[config.mk]
export PLATFORM = sky130hd
export DESIGN_NAME = sorted_stream_stats
export DESIGN_NICKNAME = d
export VERILOG_FILES = /design/src/rtl/stats_pkg.sv /design/src/rtl/stats_median_calc.sv /design/src/rtl/sorted_stream_stats.sv
export SDC_FILE = /design/constraint.sdc
export NUM_CORES = 1
export LEC_CHECK = 0
export ABC_AREA = 1
export CORE_AREA = 2 2 169 171
export DETAILED_ROUTE_END_ITERATION = 6
export DIE_AREA = 0 0 171 173
export PLACE_DENSITY = 0.75
export SLEW_MARGIN = 30
export SYNTH_ARGS = -nofsm -noshare
export SYNTH_HDL_FRONTEND = slang
export SYNTH_SLANG_ARGS = --single-unit
export TNS_END_PERCENT = 50
[constraint.sdc]
create_clock -name clk -period 5.38 [get_ports clk]
set_input_delay 1.076 -clock clk [delete_from_list [all_inputs] [get_ports clk]]
set_output_delay 1.076 -clock clk [all_outputs]
set_load 0.01 [all_outputs]
[src/rtl/stats_pkg.sv]
// ----------------------------------------------------------------------------
// stats_pkg
// Shared types for sorted_stream_stats and its median helper.
//   state_t       : frame FSM states (IDLE / COLLECT / REPORT)
//   stats_flags_t : per-result status flags {order_error, short_frame, overrun}
// ----------------------------------------------------------------------------
package stats_pkg;

   typedef enum logic [1:0] {
      IDLE    = 2'd0,
      COLLECT = 2'd1,
      REPORT  = 2'd2
   } state_t;

   typedef struct packed {
      logic order_error;
      logic short_frame;
      logic overrun;
   } stats_flags_t;

endpackage

[src/rtl/stats_median_calc.sv]
// ----------------------------------------------------------------------------
// stats_median_calc
// Combinational median of a frame from its two captured middle elements.
//   n          : latched frame size (0 means "unsized", median is 0)
//   mid_lo     : element (n-1)/2
//   mid_hi     : element n/2
//   median_out : mid_hi for odd n, floor((mid_lo+mid_hi)/2) for even n
// ----------------------------------------------------------------------------
module stats_median_calc #(
   parameter int DATA_WIDTH = 32,
   parameter int CW         = 5
) (
   input  logic [CW-1:0]         n,
   input  logic [DATA_WIDTH-1:0] mid_lo,
   input  logic [DATA_WIDTH-1:0] mid_hi,
   output logic [DATA_WIDTH-1:0] median_out
);

   // One extra bit so the pair sum can never wrap before halving.
   logic [DATA_WIDTH:0] pair_sum;

   assign pair_sum = {1'b0, mid_lo} + {1'b0, mid_hi};

   always_comb begin
      median_out = '0;
      if (n == '0) begin
         median_out = '0;
      end else if (n[0]) begin
         median_out = mid_hi;
      end else begin
         median_out = pair_sum[DATA_WIDTH:1];
      end
   end

endmodule

[src/rtl/sorted_stream_stats.sv]
// ----------------------------------------------------------------------------
// sorted_stream_stats
// Collects one frame of a (nominally sorted) unsigned element stream and
// reports min, max, median, element count and status flags, one cycle after
// the last element, holding them until the stats_valid/stats_ready handshake.
//
// Ports
//   clk, reset            : clock (rising edge), asynchronous active-high reset
//   in_valid, in_data     : element stream, one element per cycle
//   frame_size            : expected element count, sampled on the first element
//   stats_valid/ready     : result handshake
//   min_out, max_out      : true extremes of the accepted elements
//   median_out, count_out : median (0 for short or unsized frames), count
//   order_error           : some element was smaller than its predecessor
//   short_frame           : frame ended by a gap before frame_size elements
//   overrun               : element dropped (frame full or during REPORT), sticky
//   busy                  : FSM is in COLLECT or REPORT
//   sum_out               : sum of accepted elements (only with STATS_SUM_EN)
//
// Build option: define STATS_SUM_EN to add the sum accumulator and sum_out.
// ----------------------------------------------------------------------------
module sorted_stream_stats
   import stats_pkg::*;
#(
   parameter int DATA_WIDTH = 32,
   parameter int MAX_COUNT  = 16,
   localparam int CW        = $clog2(MAX_COUNT + 1)
) (
   input  logic                  clk,
   input  logic                  reset,
   input  logic                  in_valid,
   input  logic [DATA_WIDTH-1:0] in_data,
   input  logic [CW-1:0]         frame_size,
   output logic                  stats_valid,
   input  logic                  stats_ready,
   output logic [DATA_WIDTH-1:0] min_out,
   output logic [DATA_WIDTH-1:0] max_out,
   output logic [DATA_WIDTH-1:0] median_out,
   output logic [CW-1:0]         count_out,
   output logic                  order_error,
   output logic                  short_frame,
   output logic                  overrun,
   output logic                  busy
`ifdef STATS_SUM_EN
   ,
   output logic [DATA_WIDTH+CW-1:0] sum_out
`endif
);

   localparam logic [CW-1:0] MAX_C = CW'(MAX_COUNT);

   state_t                state_reg;
   stats_flags_t          flags_reg;
   logic [CW-1:0]         count_reg;
   logic [CW-1:0]         size_reg;
   logic [DATA_WIDTH-1:0] min_reg;
   logic [DATA_WIDTH-1:0] max_reg;
   logic [DATA_WIDTH-1:0] prev_reg;
   logic [DATA_WIDTH-1:0] mid_lo_reg;
   logic [DATA_WIDTH-1:0] mid_hi_reg;
   logic [DATA_WIDTH-1:0] median_calc;
`ifdef STATS_SUM_EN
   logic [DATA_WIDTH+CW-1:0] sum_reg;
`endif

   logic          accept_first;
   logic          accept_more;
   logic          accept;
   logic          drop;
   logic          gap_end;
   logic          last_elem;
   logic [CW-1:0] elem_idx;
   logic [CW-1:0] n_eff;
   logic [CW-1:0] count_inc;
   logic [CW-1:0] lo_idx;
   logic [CW-1:0] hi_idx;

   // Element bookkeeping. On the first element of a frame the size comes
   // straight from frame_size, since it is only latched at that same edge.
   assign accept_first = (state_reg == IDLE) && in_valid;
   assign accept_more  = (state_reg == COLLECT) && in_valid && (count_reg < MAX_C);
   assign accept       = accept_first || accept_more;
   assign drop         = in_valid && (((state_reg == COLLECT) && (count_reg >= MAX_C)) ||
                                      (state_reg == REPORT));
   assign gap_end      = (state_reg == COLLECT) && !in_valid;
   assign elem_idx     = accept_first ? '0 : count_reg;
   assign n_eff        = accept_first ? frame_size : size_reg;
   assign count_inc    = elem_idx + CW'(1);
   // Going to REPORT on the edge that accepts the N-th element gives the
   // one-cycle result latency.
   assign last_elem    = accept && (n_eff != '0) && (count_inc == n_eff);
   assign lo_idx       = (n_eff - CW'(1)) >> 1;
   assign hi_idx       = n_eff >> 1;

   always_ff @(posedge clk or posedge reset) begin
      if (reset) begin
         state_reg  <= IDLE;
         flags_reg  <= '0;
         count_reg  <= '0;
         size_reg   <= '0;
         min_reg    <= '0;
         max_reg    <= '0;
         prev_reg   <= '0;
         mid_lo_reg <= '0;
         mid_hi_reg <= '0;
`ifdef STATS_SUM_EN
         sum_reg    <= '0;
`endif
      end else begin
         case (state_reg)
            IDLE: begin
               if (in_valid) begin
                  state_reg <= last_elem ? REPORT : COLLECT;
               end
            end
            COLLECT: begin
               if (last_elem) begin
                  state_reg <= REPORT;
               end else if (gap_end) begin
                  state_reg             <= REPORT;
                  // An unsized frame (N=0) is meant to end on a gap.
                  flags_reg.short_frame <= (size_reg != '0);
               end
            end
            REPORT: begin
               if (stats_ready) begin
                  state_reg <= IDLE;
               end
            end
            default: state_reg <= IDLE;
         endcase

         if (drop) begin
            flags_reg.overrun <= 1'b1;
         end

         if (accept) begin
            count_reg <= count_inc;
            prev_reg  <= in_data;
            if (elem_idx == lo_idx) mid_lo_reg <= in_data;
            if (elem_idx == hi_idx) mid_hi_reg <= in_data;
            if (accept_first) begin
               size_reg              <= frame_size;
               min_reg               <= in_data;
               max_reg               <= in_data;
               flags_reg.order_error <= 1'b0;
               flags_reg.short_frame <= 1'b0;
`ifdef STATS_SUM_EN
               sum_reg               <= {{CW{1'b0}}, in_data};
`endif
            end else begin
               // Extremes are tracked fully so out-of-order data still
               // reports the true min and max.
               if (in_data < min_reg)  min_reg <= in_data;
               if (in_data > max_reg)  max_reg <= in_data;
               if (in_data < prev_reg) flags_reg.order_error <= 1'b1;
`ifdef STATS_SUM_EN
               sum_reg               <= sum_reg + {{CW{1'b0}}, in_data};
`endif
            end
         end
      end
   end

   stats_median_calc #(
      .DATA_WIDTH (DATA_WIDTH),
      .CW         (CW)
   ) u_median (
      .n          (size_reg),
      .mid_lo     (mid_lo_reg),
      .mid_hi     (mid_hi_reg),
      .median_out (median_calc)
   );

   assign stats_valid = (state_reg == REPORT);
   assign busy        = (state_reg != IDLE);
   assign min_out     = min_reg;
   assign max_out     = max_reg;
   assign count_out   = count_reg;
   assign median_out  = flags_reg.short_frame ? '0 : median_calc;
   assign order_error = flags_reg.order_error;
   assign short_frame = flags_reg.short_frame;
   assign overrun     = flags_reg.overrun;
`ifdef STATS_SUM_EN
   assign sum_out     = sum_reg;
`endif

endmodule
# [Yosys cells after proc, flatten, opt, wreduce, memory -nomap -nowiden]
# Cells that the tools add are included.
[op_classes] add_sub_neg=3 n_lt_le_gt_ge=5 eq_ne=8 mux=22 n_reduce_logical=25
[op_table] op="32-bit two-way mux" n=7
[op_table] op="32-bit less-than comparator" n=2
[op_table] op="32-bit by 32-bit adder with 33-bit output" n=1
[op_table] op="32-bit greater-than comparator" n=1
[op_table] op="5-bit by 4-bit == test with 1-bit output" n=2
[op_table] op="2-bit two-way mux" n=5
[op_table] op="5-bit two-way mux" n=2
[op_table] op="2-bit AND reduction" n=5
[op_table] op="5-bit nonzero test" n=2
[op_table] op="1-bit logical AND" n=8
[op_table] op="2-bit nonzero test" n=4
[op_table] op="1-bit two-way mux" n=7
[op_table] op="2-bit one-hot mux with 3 select lines" n=1
[op_table] op="5-bit by 1-bit adder with 5-bit output, second input constant" n=1
[op_table] op="5-bit == test" n=1
[op_table] op="5-bit greater-or-equal comparator, second input constant" n=1
[op_table] op="5-bit logical NOT" n=1
[op_table] op="5-bit less-than comparator, second input constant" n=1
[op_table] op="5-bit by 1-bit subtractor with 5-bit output, second input constant" n=1
[op_table] op="3-bit != test, second input constant" n=1
[op_table] op="3-bit AND reduction" n=1
[op_table] op="2-bit by 1-bit == test with 1-bit output, second input constant" n=1
[op_table] op="2-bit == test, second input constant" n=1
[op_table] op="2-bit logical NOT" n=1
[op_table] op="4 further kinds" n=5
[word_totals] ff_bits=175 inputBits=41 output_inout_bits=106 word_cells=74

# [Depth between registers and ports, before layout]
# Gate-level depths: netlist of run 1.
[logic_depth] ltp_word=10 ltp_mapped=16 depth_no_buf=16

# [Modules after synthesis]
# A second synthesis of run 1 with hierarchy kept.
[unflattened] hier_cells=1878 hier_area_um2=13081.3
[by_module_without_submodules] mod="sorted_stream_stats" instances=1 cells_each=1252 area_each_um2=10092.2 seq_area_each_um2=4379.2
[by_module_without_submodules] mod="stats_median_calc" instances=1 cells_each=626 area_each_um2=2989.1 seq_area_each_um2=0.0

# [Worst setup path after synthesis of run 1]
# No wires, ideal clock.
[synth_timing] path_kind="register -> output" start="register mid_hi_reg[2]" end="output port median_out[30]" arrival_time_ns=1.810 required_time_ns=4.304 setup_slack_ns=2.494 path_stages_with_launch=12 path_buffers=0 cell_sequence="dfrtp_1 -> ha_1 -> nand2_1 -> o21ai_0 -> nand2_1 -> nand2_1 -> nand3_1 -> nand2_1 -> nand2_1 -> a21oi_1 -> nor2_1 -> nor2_1"
[synth_between] elab_chain_cells=4
[synth_lines] element="from (decl)" line_no="sorted_stream_stats.sv:60" rtl="logic [DATA_WIDTH-1:0] mid_hi_reg;"
[synth_lines] element="from (signal assigned)" line_no="sorted_stream_stats.sv:141" rtl="if (elem_idx == hi_idx) mid_hi_reg <= in_data;"
[synth_lines] element="32-bit by 32-bit adder with 33-bit output" line_no="stats_median_calc.sv:22" rtl="assign pair_sum = {1'b0, mid_lo} + {1'b0, mid_hi};"
[synth_lines] element="32-bit two-way mux" line_no="stats_median_calc.sv:28" rtl="end else if (n[0]) begin"
[synth_lines] element="32-bit two-way mux" line_no="stats_median_calc.sv:26" rtl="if (n == '0) begin"
[synth_lines] element="32-bit two-way mux" line_no="sorted_stream_stats.sv:180" rtl="assign median_out = flags_reg.short_frame ? '0 : median_calc;"
[synth_lines] element="to (decl)" line_no="sorted_stream_stats.sv:38" rtl="output logic [DATA_WIDTH-1:0] median_out,"
# Every way passes these cells.

# [Final worst setup path of run 1]
[layout_timing] start="register mid_hi_reg[0]" end="output port median_out[17]"
# The elaborated chain is that of the path after synthesis.

==> run summary, run 1 <==
The final number of max-transition violations was 0. The largest fanout on the critical path came out at 3. The number of nets in the finished design is 1979. The maximum vdd ir drop came out at 0.314 mV. The clock-pin slew reported for the worst setup and hold paths after clock tree synthesis came out at 70 ps. sky130_fd_sc_hd__dfrtp_1 takes more of the synthesized area than any other cell. The last weighted congestion value of the routability-driven placer is 0.923. The relative area change from synthesis to final layout came out at 20.1%. The maximum clock rate came out at 235 MHz. The initial utilization of the core area, before any placement, comes to 0.436.

The DRC violation count after routing is 0. The number of enable-type register cells in the synthesized netlist is 0. The half-perimeter wire length of the detailed placement result came out at 25.6 mm. The worst setup skew after layout came out at 13.6 ps. The worst setup slack for register-to-register paths came out at 1970 ps. The number of antenna violations at the first check in global routing was 0.

The post-CTS setup buffer count came out at 0. The worst register-to-register path has a depth of 12. Walking the worst path, the cells encountered are nand2_1 > inv_1 > fa_1 > nand3_1 > nand2_1 > nand3_1 > nand2_1 > nand2_1 > nand2_1 > a21oi_1 > nand2_1 > nand2_1 > nor2_1 > nor2_1 > clkdlybuf4s50_1. The average wire length per cell after detail routing came out at 15.7 um. Counting both buffers and inverters, the worst setup path holds a total of 2.

The post-synthesis cell area came out at 0.0121 mm2. The proportion of synthesized chip area in sequential cells is 0.363. The total count of hold-check failures in the final report is 0. The worst hold path terminates at prev_reg[15]. Along the worst hold path, the cell count comes to 2.

Power spread over the standard cell area amounts to 625 mW/mm2. The final critical path time including I/O delays and setup is 4260 ps. The worst pin sits at a relative slew slack of 0.523. The antenna diode count came out at 0. The accumulated negative setup slack came out at 0 ps.

The worst-path cell with the longest stage delay is sky130_fd_sc_hd__clkdlybuf4s50_1. The first global-routing pass estimated 57.0 mm of wire. The highest cell delay on the worst timing path came out at 590 ps. The flow ran to the end, and the final reports show no timing, DRC or antenna violations.

In this run the critical register-to-register path is captured at mid_lo_reg[9]. The fraction of final layout cells with drive strength greater than 1 came out at 0.0395. The register bit total from synthesis is 175. The reg-to-reg critical path startpoint is size_reg[0]. Among all flip-flop cells after synthesis, the most frequent one is sky130_fd_sc_hd__dfrtp_1. The number of detailed-routing iterations run before antenna repair is 5. The number of gates resized after CTS was 0. The cell sitting at the root of the clock tree is a sky130_fd_sc_hd__clkbuf_16. The clock latency of the later-clocked register in the worst-skew pair came out at 440 ps. The floorplan step defined a die boundary enclosing 0.0296 mm2. The slew at the pin with the worst max-slew slack came out at 715 ps. Max-cap violations in this run came to 0. The count of input and output buffers came out at 146. STA classifies the critical path startpoint as a flop. After floorplanning, the core was divided into 61 placement rows. STA classifies the critical path endpoint as a primary output. The required time at the endpoint of the critical path came out at 4300 ps. The number of routed nets with antenna violations is 0. The overflow left after global routing came out at 0. Setup repair after global routing left no endpoint under its margin. The maximum number of pins on one net before global-route repair came out at 176. The violation count after the first detailed-route iteration is 947. The via count of the first global-routing pass is 11100. The I/O pin count came out at 147. The average instance area after synthesis is 7.16 um2. The number of clock buffers added by TritonCTS is 17. The tightest min-delay check is of the reg -> reg type. Of the post-synthesis cell area, the dominant cell type holds 0.363. The die is 171 um wide. The total number of yosys warnings came out at 0. The startpoint identified for the worst hold timing path is prev_reg[15].

The number of failing setup endpoints in the final timing report came out at 0. The proportion of synthesized flip-flops having asynchronous set or reset came out at 1.00. The commonest cells after synthesis are 505 x sky130_fd_sc_hd__nand2_1, 231 x sky130_fd_sc_hd__inv_1, 175 x sky130_fd_sc_hd__dfrtp_1. The part of the cycle the worst path needs is 0.792. Measured along the y axis, the die boundary spans 173 um.

The critical path in this run is classified as reg -> out. On the critical path the largest part of the delay comes from simple AND/OR/NAND/NOR gates. In this run, post-CTS hold repair placed 0 buffers. The cell seen most often among critical-path stages is sky130_fd_sc_hd__nand2_1.

The leakage power is 7.62 nW. The number of different library cells in the post-synthesis netlist is 43. By area the synthesized netlist is led by sky130_fd_sc_hd__dfrtp_1 36%, sky130_fd_sc_hd__nand2_1 16%, sky130_fd_sc_hd__ha_1 13%, sky130_fd_sc_hd__inv_1 7.2%, sky130_fd_sc_hd__nand3_1 6.6%. The clock drives 175 sinks.

The cell count after synthesis is 1683. The via count came out at 11400. TritonCTS built the clock tree.

The core area is 0.0276 mm2. sky130_fd_sc_hd__nand2_1 is the most common cell in the netlist. In the routed layout, each cell is associated on average with a via count of 5.19. The deepest level of the CTS H-tree came out at 4. The final core utilization is 0.524.

In the global route stage, overall resource usage came out at 0.238. The number of nets produced by synthesis is 1853. The sum of routed wire length over all layers came out at 34.6 mm. Counting along the longest clock path gives a buffer depth of 2.

The data arrival time of the critical path came out at 3190 ps.
power breakdown:
part,internal [mW],switching (mW)
combinational,2.15,3.09
sequential,1.90,0.566
clock,0.748,0.578
worst min-delay path: cells and delay by family (launching register included):
kind            cells  cell delay, ps
flops               1             340
compound gates      1              60
simple gates        1              50
logic make-up after synthesis:
kind of cell,after synthesis,share of synthesized area
adder cells (fa/ha/maj),129,0.135
AO/OA/AOI/OAI,241,0.107
AND/OR/NAND/NOR,837,0.288
buffers and inverters,287,0.0959
flip-flops,175,0.363
XOR/XNOR,14,0.0108
through the flow:
| step | setup slack [ps] | hold slack (ps) | power [mW] | instance area [um2] | cells |
|---|---|---|---|---|---|
| after CTS | 1150 | 492 | 9.03 | 14400 | 2199 |
| after global placement | 1240 | 467 | 7.54 | 13800 | 2167 |
| after global routing | 899 | 504 | 9.88 | 14500 | 2200 |
| after floorplan | 2070 | 442 | 5.69 | 12100 | 1683 |
| after detailed placement | 1240 | 468 | 7.67 | 13800 | 2167 |
| final | 1120 | 486 | 9.04 | 14500 | 2200 |
routing by layer:
| layer | routed length (um) | share of wire | up-vias | global-route usage |
|---|---|---|---|---|
| met4 | 733 | 0.021 | 0 | 0.0699 |
| li1 | - | - | 5675 | - |
| met1 | 16700 | 0.48 | 5392 | 0.346 |
| met3 | 1630 | 0.047 | 49 | 0.0325 |
| met5 | 0 | 0 | - | 0 |
| met2 | 15500 | 0.45 | 306 | 0.369 |
how the worst max path moves through the flow:
stage                     slack, ps  depth (start not counted)          start              to
after floorplan                2070                          1          reset    count_out[0]
after global placement         1240                         12       in_valid   mid_lo_reg[0]
after detailed placement       1240                         12       in_valid  mid_lo_reg[16]
after CTS                      1150                         12  mid_hi_reg[2]  median_out[30]
after global routing            900                         15  mid_hi_reg[0]  median_out[17]
final                          1120                         15  mid_hi_reg[0]  median_out[17]
final cells by class:
cell class	instances	area, um2
clock buffers	17	425
inverters	236	890
clock inverters	15	200
well taps	378	473
repair buffers	158	1580
multi-input cells	1221	6520
flip-flops and latches	175	4380
fillers	2651	13200
layout by cell type, fill, tap and decap left out, types with 2 or more instances in the layout:
cell type,n
sky130_fd_sc_hd__nand4_1,10
sky130_fd_sc_hd__o21ai_0,92
sky130_fd_sc_hd__a21o_1,4
sky130_fd_sc_hd__xor2_1,12
sky130_fd_sc_hd__clkbuf_16,17
sky130_fd_sc_hd__nor3b_1,2
sky130_fd_sc_hd__nor2_2,2
sky130_fd_sc_hd__clkinv_2,2
sky130_fd_sc_hd__nor3_1,4
sky130_fd_sc_hd__clkinv_4,3
sky130_fd_sc_hd__buf_4,10
sky130_fd_sc_hd__inv_1,230
sky130_fd_sc_hd__clkdlybuf4s50_1,146
sky130_fd_sc_hd__nand2_2,8
sky130_fd_sc_hd__o21a_1,6
sky130_fd_sc_hd__bufinv_16,3
sky130_fd_sc_hd__inv_6,4
sky130_fd_sc_hd__nand2_1,504
sky130_fd_sc_hd__inv_2,5
sky130_fd_sc_hd__nand3_1,158
sky130_fd_sc_hd__o21ai_1,34
sky130_fd_sc_hd__nor2_4,3
sky130_fd_sc_hd__inv_8,2
sky130_fd_sc_hd__a21oi_1,87
sky130_fd_sc_hd__nor4_1,7
sky130_fd_sc_hd__o21ai_2,3
sky130_fd_sc_hd__ha_1,128
sky130_fd_sc_hd__o21bai_1,4
sky130_fd_sc_hd__nor2_1,135
sky130_fd_sc_hd__o211ai_1,2
sky130_fd_sc_hd__dfrtp_1,175
Note: power is estimated with default switching activity, not from simulation.
==> run 2, diff against run 1 <==
PLACE_DENSITY = 0.73   (was 0.75)
clock period = 4 ns   (was 5.38 ns; I/O delays follow)
==> run summary, run 2 (synthesis results as in run 1) <==
The number of placed cells counting well taps came out at 2199. The average wire length per cell after detail routing is 15.8 um. For this run, global-route usage on met3 was measured as 0.0369. The total power density per cell area is 830 mW/mm2. The effective utilization at floorplan is 0.436. The clock latency of the later-clocked register in the worst-skew pair came out at 430 ps. The count of input and output buffers came out at 146.

The final critical path time including I/O delays and setup is 3800 ps. The antenna diode count came out at 0. After detailed routing, the number of vias per cell comes to 5.17. The first TritonRoute pass finished after 6 iterations. By startpoint and endpoint, the worst setup path is classified as reg -> out.

After detailed routing, the total wire length is 35.3 mm. The total power of the final layout is 12.2 mW. The relative area change from synthesis to final layout is 21.9%. The hold buffer count at CTS came out at 0. For this run, the share of the core covered by cells in the final layout is 0.532.

In the global route stage, overall resource usage came out at 0.245. The maximum vdd ir drop is 0.398 mV. The required time at the endpoint of the critical path came out at 3200 ps. The longest clock path from root to sink contains 2 buffers.

The height of the chip is 173 um. In this run the most used layer during global routing was met2. For this run, the top clock speed supported by timing is 263 MHz. The end of the worst register-to-register path is mid_lo_reg[31]. The post-CTS setup buffer count came out at 0.

The core area came out at 0.0276 mm2. The met1 routing resource usage after global routing came out at 0.358. The part of the cycle the worst path needs is 0.950.

For this block, the initial DRC count from the detailed router was 1049. Leaving out fill and tap cells, the most frequent cell in the layout is sky130_fd_sc_hd__nand2_1. The leakage power is 7.75 nW. In this run the number of H-tree levels came out at 4. Setup repair after global routing left no endpoint under its margin. The first global-routing pass estimated 57.9 mm of wire. The number of antenna violations at the first check in global routing is 0. The reported max-cap violation count is 0. Along the worst path, the maximum fanout reaches 3. STA classifies the critical path endpoint as a primary output. For met2 alone, demand over resource in global routing was 0.373. The path with the worst hold slack has its endpoint at prev_reg[19]. The die is 171 um wide. The area of the die came out at 0.0296 mm2. Setup violations remaining at the end of the flow were counted as 0. TritonCTS built the clock tree. After detailed routing, the number of remaining DRC violations is 0.

After the last flow step, the layout net total stands at 2010. The maximum number of pins on one net before global-route repair came out at 128. The flow ran to the end, and the final reports show no timing, DRC or antenna violations. The fraction of final layout cells with drive strength greater than 1 is 0.0556.

The slew at the pin with the worst max-slew slack came out at 711 ps. The via count of the first global-routing pass is 11200. The via count came out at 11500. The worst hold path class is reg -> reg.

The fill cell total of the finished layout is 2718. In the final timing run, aggregate negative setup slack is 0 ps. After legalization and detailed placement, the total HPWL measured 26.8 mm. The final number of max-transition violations came out at 0. The clock sink count is 175.

The I/O pin count is 147. The number of rows created at floorplan is 61. STA classifies the critical path startpoint as a flop. On the final layout, the worst clock skew is 10.8 ps.

The final non-filler cell total is 2231. The normalized max-slew margin came out at 0.526. Across all register-to-register paths, the minimum setup slack is 1180 ps. The number of clock buffers added by TritonCTS is 17. In this run the critical register-to-register path is launched from size_reg[0]. The overflow left after global routing is 0.

In the layout the commonest cells are 505 x sky130_fd_sc_hd__nand2_1, 230 x sky130_fd_sc_hd__inv_1, 175 x sky130_fd_sc_hd__dfrtp_1. The startpoint identified for the worst hold timing path is prev_reg[19]. The cell at the root of the clock tree is sky130_fd_sc_hd__clkbuf_16. The clock-pin slew reported for the worst setup and hold paths after clock tree synthesis came out at 70 ps. The data arrival time of the critical path is 3000 ps. The total count of hold-check failures in the final report came out at 0. The number of routed nets with antenna violations is 0.

Counting instances, the worst hold path has a depth of 2. The worst reg-to-reg path cell count came out at 12. The last weighted congestion value of the routability-driven placer is 0.883.
==> run 2: timing repair <==
item                                    CTS  global route
endpoints found under the hold margin     0             0
resized for setup                         0             4
endpoints found under the setup margin    0            11
==> run 2: area by class of cell <==
class	count	area, um2	area share
Timing Repair Buffer	189	1810	0.123
Sequential cell	175	4380	0.298
Clock inverter	13	174	0.0118
Multi-Input combinational cell	1221	6520	0.444
Tap cell	378	473	0.0322
Inverter	236	890	0.0606
Clock buffer	19	443	0.0302
==> run 2: worst max path at each step <==
stage,cells after the start,to,startpoint,slack [ps]
2_1_floorplan,1,count_out[0],reset,960
3_3_place_gp,11,mid_lo_reg[22],in_valid,620
3_5_place_dp,11,mid_lo_reg[15],in_valid,520
4_1_cts,12,median_out[30],mid_hi_reg[2],120
5_1_grt,11,median_out[26],mid_hi_reg[12],2
6_report,15,median_out[17],mid_lo_reg[0],200
==> run 2: where the power goes <==
| group | switching, mW | internal (mW) |
|---|---|---|
| Clock | 0.743 | 1.01 |
| Sequential | 0.735 | 2.56 |
| Combinational | 4.19 | 2.95 |
| Total | 5.67 | 6.53 |
==> run 2: worst max-delay path: stages (launching register included) <==
cell                              delay [ps]
sky130_fd_sc_hd__dfrtp_1                 400
sky130_fd_sc_hd__nand2_1                 100
sky130_fd_sc_hd__inv_1                    60
sky130_fd_sc_hd__fa_1                    400
sky130_fd_sc_hd__nand3_1                 110
sky130_fd_sc_hd__nand2_1                 100
sky130_fd_sc_hd__nand3_1                  80
sky130_fd_sc_hd__nand2_1                 100
sky130_fd_sc_hd__nand2_1                  80
sky130_fd_sc_hd__nand2_1                 140
sky130_fd_sc_hd__a21oi_2                 180
sky130_fd_sc_hd__nand2_1                  70
sky130_fd_sc_hd__nand2_1                  60
sky130_fd_sc_hd__nor2_1                   50
sky130_fd_sc_hd__nor2_1                  100
sky130_fd_sc_hd__clkdlybuf4s50_1         560
==> run 2: layer usage <==
layer,up-vias,share of wire
met5,-,0
met4,0,0.024
met3,60,0.060
met2,394,0.44
met1,5336,0.48
li1,5740,-
==> run 2: stage by stage <==
stage | hold slack [ps] | instance area [um2] | setup slack [ps]
final | 487 | 14700 | 200
after CTS | 490 | 14700 | 122
after floorplan | 442 | 12100 | 961
after global routing | 512 | 14700 | 2.15
after global placement | 465 | 14100 | 624
after detailed placement | 471 | 14100 | 521
